**src/rtl/bkb_seg_pkg.sv**
```systemverilog
// Shared definitions for the seven-segment display path.
//   BCD_W   : width of one BCD digit
//   DIGITS  : number of BCD digits produced by the converter
//   BIN_W   : binary input width (also the number of shift iterations)
//   MAX_VAL : saturation value, 10^DIGITS - 1 (must fit in BIN_W bits)
//   state_e : converter FSM encoding (IDLE / SHIFT / COMMIT)
package bkb_seg_pkg;

  localparam int BCD_W   = 4;
  localparam int DIGITS  = 6;
  localparam int BIN_W   = 20;
  localparam int MAX_VAL = 999999;

  localparam int SCR_W = BCD_W * DIGITS;
  localparam int CNT_W = $clog2(BIN_W);

  localparam logic [BIN_W-1:0] MAX_BIN = BIN_W'(MAX_VAL);

  localparam logic [1:0] ST_IDLE   = 2'd0;
  localparam logic [1:0] ST_SHIFT  = 2'd1;
  localparam logic [1:0] ST_COMMIT = 2'd2;

  typedef enum logic [1:0] {
    IDLE   = ST_IDLE,
    SHIFT  = ST_SHIFT,
    COMMIT = ST_COMMIT
  } state_e;

  // Clamp a binary value to the largest number the display can show.
  function automatic logic [BIN_W-1:0] sat_bin(input logic [BIN_W-1:0] v);
    return (v > MAX_BIN) ? MAX_BIN : v;
  endfunction

endpackage

```
**src/rtl/bin2bcd_seq_dabble_step.sv**
```systemverilog
// One double-dabble iteration (purely combinational).
//   scr_in  : BCD scratch before this iteration
//   bin_in  : remaining binary bits, MSB shifts into the scratch next
//   scr_out : scratch after add-3 adjust and 1-bit left shift
//   bin_out : binary register after 1-bit left shift
module dabble_step
  import bkb_seg_pkg::*;
(
  input  logic [SCR_W-1:0] scr_in,
  input  logic [BIN_W-1:0] bin_in,
  output logic [SCR_W-1:0] scr_out,
  output logic [BIN_W-1:0] bin_out
);

  logic [SCR_W-1:0] adj;

  // Adjust every digit >= 5 before the shift so that doubling carries
  // correctly into the next decimal digit.
  genvar gi;
  generate
    for (gi = 0; gi < DIGITS; gi++) begin : g_digit
      assign adj[gi*BCD_W +: BCD_W] =
        (scr_in[gi*BCD_W +: BCD_W] >= 4'd5) ? scr_in[gi*BCD_W +: BCD_W] + 4'd3
                                            : scr_in[gi*BCD_W +: BCD_W];
    end
  endgenerate

  // The bit shifted out of the top digit is always 0 for saturated inputs.
  assign scr_out = SCR_W'({adj, bin_in[BIN_W-1]});
  assign bin_out = {bin_in[BIN_W-2:0], 1'b0};

endmodule

```
**src/rtl/bin2bcd_seq.sv**
```systemverilog
// Sequential binary-to-BCD converter (double dabble) feeding the scan driver.
//   sys_clk   : system clock
//   sys_rst_n : asynchronous active-low reset
//   bin_data  : binary value, sampled on an edge with start=1
//   start     : single-cycle conversion request
//   busy      : conversion running or a request pending
//   done      : one-cycle pulse coincident with the BCD_data update
//   ovf       : committed value was saturated to MAX_VAL
//   BCD_data  : packed BCD result, digit 0 in [3:0]; held between commits
module bin2bcd_seq
  import bkb_seg_pkg::*;
(
  input  logic             sys_clk,
  input  logic             sys_rst_n,
  input  logic [BIN_W-1:0] bin_data,
  input  logic             start,
  output logic             busy,
  output logic             done,
  output logic             ovf,
  output logic [SCR_W-1:0] BCD_data
);

  state_e           state_q, state_d;
  logic [CNT_W-1:0] cnt_q, cnt_d;
  logic [BIN_W-1:0] bin_q, bin_d;
  logic [SCR_W-1:0] scr_q, scr_d;
  logic             ovf_int_q, ovf_int_d;
  logic             pend_q, pend_d;
  logic [BIN_W-1:0] pend_val_q, pend_val_d;
  logic [SCR_W-1:0] bcd_q, bcd_d;
  logic             ovf_q, ovf_d;
  logic             done_q, done_d;

  logic [SCR_W-1:0] step_scr;
  logic [BIN_W-1:0] step_bin;
  logic             load_en;
  logic [BIN_W-1:0] load_val;

  dabble_step u_step (
    .scr_in  (scr_q),
    .bin_in  (bin_q),
    .scr_out (step_scr),
    .bin_out (step_bin)
  );

  always_comb begin
    state_d    = state_q;
    cnt_d      = cnt_q;
    bin_d      = bin_q;
    scr_d      = scr_q;
    ovf_int_d  = ovf_int_q;
    pend_d     = pend_q;
    pend_val_d = pend_val_q;
    bcd_d      = bcd_q;
    ovf_d      = ovf_q;
    done_d     = 1'b0;
    load_en    = 1'b0;
    load_val   = bin_data;

    case (state_q)
      IDLE: begin
        if (start) begin
          load_en = 1'b1;
          state_d = SHIFT;
        end
      end

      SHIFT: begin
        scr_d = step_scr;
        bin_d = step_bin;
        cnt_d = cnt_q + 1'b1;
        if (cnt_q == CNT_W'(BIN_W - 1)) begin
          state_d = COMMIT;
        end
        if (start) begin
          pend_val_d = bin_data;
          pend_d     = 1'b1;
        end
      end

      COMMIT: begin
        bcd_d  = scr_q;
        ovf_d  = ovf_int_q;
        done_d = 1'b1;
        // A start on this very edge is newer than any stored pending value,
        // so it wins and is launched directly without an IDLE cycle.
        if (start || pend_q) begin
          load_en    = 1'b1;
          load_val   = start ? bin_data : pend_val_q;
          pend_val_d = load_val;
          pend_d     = 1'b0;
          state_d    = SHIFT;
        end else begin
          state_d = IDLE;
        end
      end

      default: begin
        state_d = IDLE;
      end
    endcase

    if (load_en) begin
      bin_d     = sat_bin(load_val);
      ovf_int_d = (load_val > MAX_BIN);
      scr_d     = '0;
      cnt_d     = '0;
    end
  end

  always_ff @(posedge sys_clk or negedge sys_rst_n) begin
    if (!sys_rst_n) begin
      state_q    <= IDLE;
      cnt_q      <= '0;
      bin_q      <= '0;
      scr_q      <= '0;
      ovf_int_q  <= 1'b0;
      pend_q     <= 1'b0;
      pend_val_q <= '0;
      bcd_q      <= '0;
      ovf_q      <= 1'b0;
      done_q     <= 1'b0;
    end else begin
      state_q    <= state_d;
      cnt_q      <= cnt_d;
      bin_q      <= bin_d;
      scr_q      <= scr_d;
      ovf_int_q  <= ovf_int_d;
      pend_q     <= pend_d;
      pend_val_q <= pend_val_d;
      bcd_q      <= bcd_d;
      ovf_q      <= ovf_d;
      done_q     <= done_d;
    end
  end

  assign busy     = (state_q != IDLE) | pend_q;
  assign done     = done_q;
  assign ovf      = ovf_q;
  assign BCD_data = bcd_q;

endmodule

```
**config.mk**
```make
export PLATFORM = sky130hd
export DESIGN_NAME = bin2bcd_seq
export DESIGN_NICKNAME = d
export VERILOG_FILES = /design/src/rtl/bkb_seg_pkg.sv /design/src/rtl/bin2bcd_seq_dabble_step.sv /design/src/rtl/bin2bcd_seq.sv
export SDC_FILE = /design/constraint.sdc
export NUM_CORES = 1
export LEC_CHECK = 0
export CORE_ASPECT_RATIO = 1.4
export CORE_MARGIN = 10
export CORE_UTILIZATION = 35
export DETAILED_ROUTE_END_ITERATION = 6
export DONT_BUFFER_PORTS = 1
export PLACE_DENSITY_LB_ADDON = 0.15
export SYNTH_ARGS = -nofsm -noshare
export SYNTH_HDL_FRONTEND = slang
export SYNTH_SLANG_ARGS = --single-unit
```
**constraint.sdc**
```tcl
create_clock -name sys_clk -period 1.9 [get_ports sys_clk]
set_input_delay 0.57 -clock sys_clk [delete_from_list [all_inputs] [get_ports sys_clk]]
set_output_delay 0.57 -clock sys_clk [all_outputs]
set_load 0.05 [all_outputs]
```
==> results of run 1 <==
worst max-delay path by stage:
stage,from,endpoint,slack (ns),cells after the start
global route,state_q[1],busy,0.005,1
finish,state_q[1],busy,0.04,1
CTS,pend_q,busy,0.009,1
floorplan,start,bin_q[10],0.09,5
detailed placement,start,bin_q[10],0.07,4
global placement,start,bin_q[8],0.09,4
power breakdown:
part | switching, W | internal [W]
clock network | 0.000787 | 0.00119
registers | 0.00118 | 0.00293
logic | 0.00135 | 0.00130
final cells by class:
class | instances | area [sq um] | share of cell area
Tap cell | 182 | 228 | 0.0431
Sequential cell | 99 | 2480 | 0.469
Clock buffer | 12 | 246 | 0.0466
Inverter | 17 | 63.8 | 0.0121
Multi-Input combinational cell | 306 | 2040 | 0.387
Clock inverter | 4 | 73.8 | 0.0140
Timing Repair Buffer | 15 | 150 | 0.0284
kinds of logic (layout without fill, tap and decap cells):
logic type	count (synthesis)	in the layout
buf+inv	44	48
xor+xnor	9	9
simple gates	131	131
compound gates	113	113
fa+ha+maj	13	13
mux	40	40
flops	99	99
cells in the mapped netlist (all sizes together), types with 4 or more instances:
library cell,count
dfrtp,99
nor2,18
xnor2,6
mux2,26
a32o,5
inv,17
ha,13
o31ai,8
buf,12
a31oi,8
a32oi,5
a31o,6
o21ai,27
nand2,82
nand2b,7
a22o,6
mux2i,14
a21oi,22
nor3b,5
nor3,4
clkbuf,15
o22ai,14
nand4,4
o2bb2ai,6
metrics by stage:
step | std cells | util | cell area (sq um)
final | 635 | 0.399 | 5290
after global routing | 635 | 0.399 | 5290
after CTS | 633 | 0.397 | 5270
after detailed placement | 617 | 0.373 | 4940
after global placement | 617 | 0.373 | 4940
after floorplan | 449 | - | 4700
metal layers:
layer	wire length [microns]	up-vias	part of all wire
met3	580	12	0.057
met4	189	0	0.019
li1	-	1593	-
met5	0	-	0
met1	4460	1594	0.44
met2	4920	49	0.48
placed cells by master, fill, tap and decap left out, drive strengths merged, types with 7 or more instances in the layout:
cell and count:
ha 13, clkbuf 12, o31ai 8, nor2 18
mux2 26, nand2b 7, a21oi 22, a31oi 8
dfrtp 99, inv 17, o21ai 27, mux2i 14
nand2 82, o22ai 14, buf 15
flip-flops by register name, summed over array words and instances, names as in the netlist:
signal,count
BCD_data,24
bin_q,20
cnt_q,5
done,1
ovf,1
ovf_int_q,1
pend_q,1
pend_val_q,20
scr_q,24
state_q,2
repair_timing:
item,in CTS,in global routing
resized for setup,2,2
pin swaps,1,1
setup buffers,0,2
gates cloned,0,0
endpoints found under the setup margin,1,1
endpoints found under the hold margin,99,99
==> results.json, run 1 <==
{
  "n_antenna_cell": 0,
  "grt_pass1_wl_microns": 17700,
  "cp-end-kind": "output port",
  "drtIter0Drc": 161,
  "worstSetupStartpointType": "flip-flop",
  "fin_ws_ns": 0.0383,
  "finalCritPeriodShare": 0.980,
  "powerDensity_nw_per_um2": 1650,
  "hold_violations": 99,
  "rows": 50,
  "yosys-top-cells-area": "dfrtp_1 (53%), nand2_1 (6.6%), mux2_2 (6.2%)",
  "post-place-ws_ns": 0.0697,
  "cts_buffers": 9,
  "r2r_slack_ns": 0.15,
  "crit_type": "flip-flop to output port",
  "dpl.hpwl_microns": 6930,
  "clock-sinks": 99,
  "port_buffers": 0,
  "hp-class": "input port to asynchronous set/reset pin",
  "synth_top_family_by_area": "compound AO/OA/AOI/OAI gates",
  "setup_viol": 0,
  "total_power_w": 0.00874,
  "p_leak_nw": 2.32,
  "synth.top_cell.area_share": 0.528,
  "critical_path.cell_chain": "or3_4",
  "path_buf_inv": 0,
  "synth-async-reset-ratio": 1.00,
  "slew-limit-headroom": 0.664,
  "yosys_warnings": 0,
  "path_clk_slew_ns": 0.07,
  "peakVddDrop_v": 0.000525,
  "cp_data_arrival_time_ns": 1.29,
  "grt_pass1_vias": 3350,
  "vias": 3248,
  "antenna_found_initial": 0,
  "first_pass_iters": 4,
  "synth-adder-area-share": 0.0346,
  "area_delta_synth_final_pct": 12.6,
  "tightestPinTransition_ns": 0.504,
  "root_buffer": "clkbuf_16",
  "nNetsFinal": 484,
  "ctsLongestPathBuffers": 2,
  "r2r-start": "state_q[0]",
  "required_ns": 1.33,
  "grt-ovfl-total": 0,
  "setup_tns_ns": 0,
  "core_area_sq_um": 13300,
  "period_needed_ns": 1.86,
  "cts_tree": "yes",
  "ys_seq_elements": 99,
  "use_met1": 0.137,
  "grt_use_total": 0.116,
  "maxCapViolations": 0,
  "dieArea_sq_um": 18500,
  "synth_edf_count": 0,
  "syn-cell-area_sq_um": 4700,
  "synth_nets": 485,
  "routed_wl_microns": 10100,
  "fin_skew_ns": 0.00871,
  "n_fill_cell": 1387,
  "critical-path-top-delay-family": "simple AND/OR/NAND/NOR gates",
  "synthXorXnorAreaFrac": 0.0168,
  "synth_compound_area_frac": 0.163,
  "synth_seq_area_share": 0.528,
  "cp_max_fo": 7,
  "initial_utilization": 0.354,
  "failed_checks": "hold timing",
  "grt_setup_unrepaired": "no",
  "insertion_delay_ns": 0.35,
  "drc": 0,
  "cts-htree-levels": 3,
  "cp_slowest_cell": "or3_4",
  "reg2regPathDepth": 4,
  "critical-path-max-stage-delay_ns": 0.50,
  "fp.dieW_microns": 118,
  "synthMuxAreaShare": 0.0922,
  "gp_congestion": 0.764,
  "postSynthAreaPerCell_sq_um": 10.5,
  "whs_ns": -0.0887,
  "ys.flop_type": "dfrtp_1",
  "synth-simple-area-share": 0.123,
  "status": "finished with violations",
  "ant_nets": 0,
  "fmax_mhz": 537,
  "grt_busiest_layer": "met2",
  "drv_slew": 0,
  "synthCells": 449,
  "met3_usage": 0.0355,
  "drive_gt1_frac": 0.155,
  "viasPerCell": 5.11,
  "yosysTopAreaCell": "dfrtp_1",
  "synthDistinctLibCells": 45,
  "routedWlPerCell_microns": 16.0,
  "grt_use_met2": 0.193,
  "grt_max_degree": 100,
  "die_y_microns": 157,
  "pin_count": 50,
  "reg2reg_to": "bin_q[10]"
}
Note: power is estimated with default switching activity, not from simulation.
==> run 2, diff against run 1 <==
--- a/config.mk
+++ b/config.mk
@@ -7,7 +7,7 @@
 export LEC_CHECK = 0
 export CORE_ASPECT_RATIO = 1.4
 export CORE_MARGIN = 10
-export CORE_UTILIZATION = 35
+export CORE_UTILIZATION = 55
 export DETAILED_ROUTE_END_ITERATION = 6
 export DONT_BUFFER_PORTS = 1
 export PLACE_DENSITY_LB_ADDON = 0.15
==> results.json, run 2 (synthesis gave the netlist of run 1 again) <==
{
  "status": "finished with violations",
  "failed_checks": "hold timing",
  "routedWlPerCell_microns": 16.7,
  "grt_use_total": 0.147,
  "period_needed_ns": 1.85,
  "clock-sinks": 99,
  "path_clk_slew_ns": 0.06,
  "reg2regPathDepth": 4,
  "cp_slowest_cell": "or3_4",
  "required_ns": 1.33,
  "grt_pass1_wl_microns": 15500,
  "peakVddDrop_v": 0.000830,
  "grt_pass1_vias": 3313,
  "n_antenna_cell": 0,
  "cts-htree-levels": 3,
  "cp_max_fo": 6,
  "fp.dieW_microns": 98.1,
  "dieArea_sq_um": 12700,
  "critical-path-max-stage-delay_ns": 0.49,
  "viasPerCell": 5.82,
  "cp-end-kind": "output port",
  "nNetsFinal": 484,
  "critical-path-top-delay-family": "simple AND/OR/NAND/NOR gates",
  "initial_utilization": 0.569,
  "hold_violations": 99,
  "setup_tns_ns": 0,
  "antenna_found_initial": 0,
  "p_int_w": 0.00514,
  "maxCapViolations": 0,
  "hp-class": "input port to asynchronous set/reset pin",
  "r2r_slack_ns": 0.15,
  "tightestPinTransition_ns": 0.506,
  "area_delta_synth_final_pct": 9.14,
  "vias": 3226,
  "cts_buffers": 9,
  "endpoint": "busy",
  "cp_data_arrival_time_ns": 1.28,
  "netSwitchingPower_w": 0.00326,
  "seq_area_sq_um": 2480,
  "switching_share": 0.388,
  "startpoint": "state_q[1]",
  "powerDensity_nw_per_um2": 1640,
  "path_buf_inv": 0,
  "ctsLongestPathBuffers": 2,
  "dpl.hpwl_microns": 6410,
  "power_frac_seq": 0.488,
  "crit_type": "flip-flop to output port",
  "pin_count": 50,
  "core_area_sq_um": 8250,
  "final_common_cell": "dfrtp_1",
  "fmax_mhz": 539,
  "fin_skew_ns": 0.00598,
  "fin_util": 0.621,
  "die_y_microns": 129,
  "total_power_w": 0.00840,
  "worstSetupStartpointType": "flip-flop",
  "port_buffers": 0,
  "slew-limit-headroom": 0.663,
  "finalCritPeriodShare": 0.976,
  "cts_tree": "yes",
  "whs_ns": -0.0826,
  "setup_viol": 0,
  "gp_congestion": 0.793,
  "drc": 0,
  "n_fill_cell": 684,
  "rows": 39,
  "grt_max_degree": 100,
  "multiInputGateArea_sq_um": 2040,
  "drv_slew": 0,
  "placed_area_sq_um": 4840,
  "first_pass_iters": 4,
  "finalInstanceArea_sq_um": 5120,
  "critical_path.cell_chain": "or3_4",
  "layout_common_cells": "dfrtp_1 (98), nand2_1 (82), mux2_2 (26), o21ai_0 (25), a21oi_1 (22)",
  "insertion_delay_ns": 0.35,
  "routed_wl_microns": 9260,
  "r2r-start": "pend_q",
  "root_buffer": "clkbuf_16",
  "reg2reg_to": "bin_q[11]",
  "grt_setup_unrepaired": "no",
  "combPwrFrac": 0.315,
  "p_leak_nw": 2.30,
  "cp.depth": 1,
  "grt-ovfl-total": 0,
  "p_clk_frac": 0.197,
  "ant_nets": 0,
  "drive_gt1_frac": 0.148,
  "drtIter0Drc": 153
}
run 2: changes by cell type in the layout (fill, tap and decap cells not counted), sizes merged:
cell,change
bufinv,-2
clkinv,+1
run 2: layout make-up:
cell class                 instances  area share
clock buffer                      12      0.0481
clock inverter                     3     0.00293
inverter                          17      0.0125
multi-input combinational        306       0.399
sequential                        99       0.484
tap                              102      0.0249
timing repair buffer              15      0.0293
run 2: how the worst min path moves through the flow:
| stage | startpoint | cells past startpoint | to | slack (ns) |
|---|---|---|---|---|
| 3_3_place_gp | sys_rst_n | 0 | BCD_data[5] | 0.28 |
| 6_report | sys_rst_n | 0 | BCD_data[18] | -0.08 |
| 2_1_floorplan | sys_rst_n | 0 | BCD_data[0] | 0.27 |
| 5_1_grt | sys_rst_n | 0 | BCD_data[13] | -0.1 |
| 4_1_cts | sys_rst_n | 0 | cnt_q[4] | -0.09 |
| 3_5_place_dp | sys_rst_n | 0 | BCD_data[11] | 0.28 |
run 2: power by group through the flow:
stage / Sequential [W] / Combinational, W / Clock, W
after floorplan: 0.00396 / 0.00221 / 0
after global placement: 0.00412 / 0.00257 / 0
after detailed placement: 0.00416 / 0.00267 / 0
after CTS: 0.00411 / 0.00269 / 0.00168
after global routing: 0.00421 / 0.00302 / 0.00177
final: 0.00410 / 0.00265 / 0.00165
run 2: routing by layer:
| layer | global-route usage | wire, microns | part of all wire | up-vias |
|---|---|---|---|---|
| met5 | 0 | 0 | 0 | - |
| met4 | 0.0635 | 150 | 0.016 | 0 |
| met2 | 0.261 | 4680 | 0.51 | 50 |
| met1 | 0.153 | 3860 | 0.42 | 1583 |
| met3 | 0.0521 | 567 | 0.061 | 13 |
| li1 | - | - | - | 1580 |
run 2: what timing repair did:
| action | in CTS | in global routing |
|---|---|---|
| resized for setup | 1 | 1 |
| endpoints found under the hold margin | 99 | 99 |
| buffers inserted | 0 | 2 |
| pin swaps | 0 | 1 |
| endpoints found under the setup margin | 1 | 1 |
run 2: stage by stage:
stage / std cells / setup slack (ns) / hold WS [ns]
after detailed placement: 537 / 0.0812 / 0.278
after global routing: 554 / 0.0188 / -0.0990
final: 554 / 0.0456 / -0.0826
after global placement: 537 / 0.0896 / 0.279
after floorplan: 449 / 0.0920 / 0.274
after CTS: 552 / 0.00429 / -0.0906
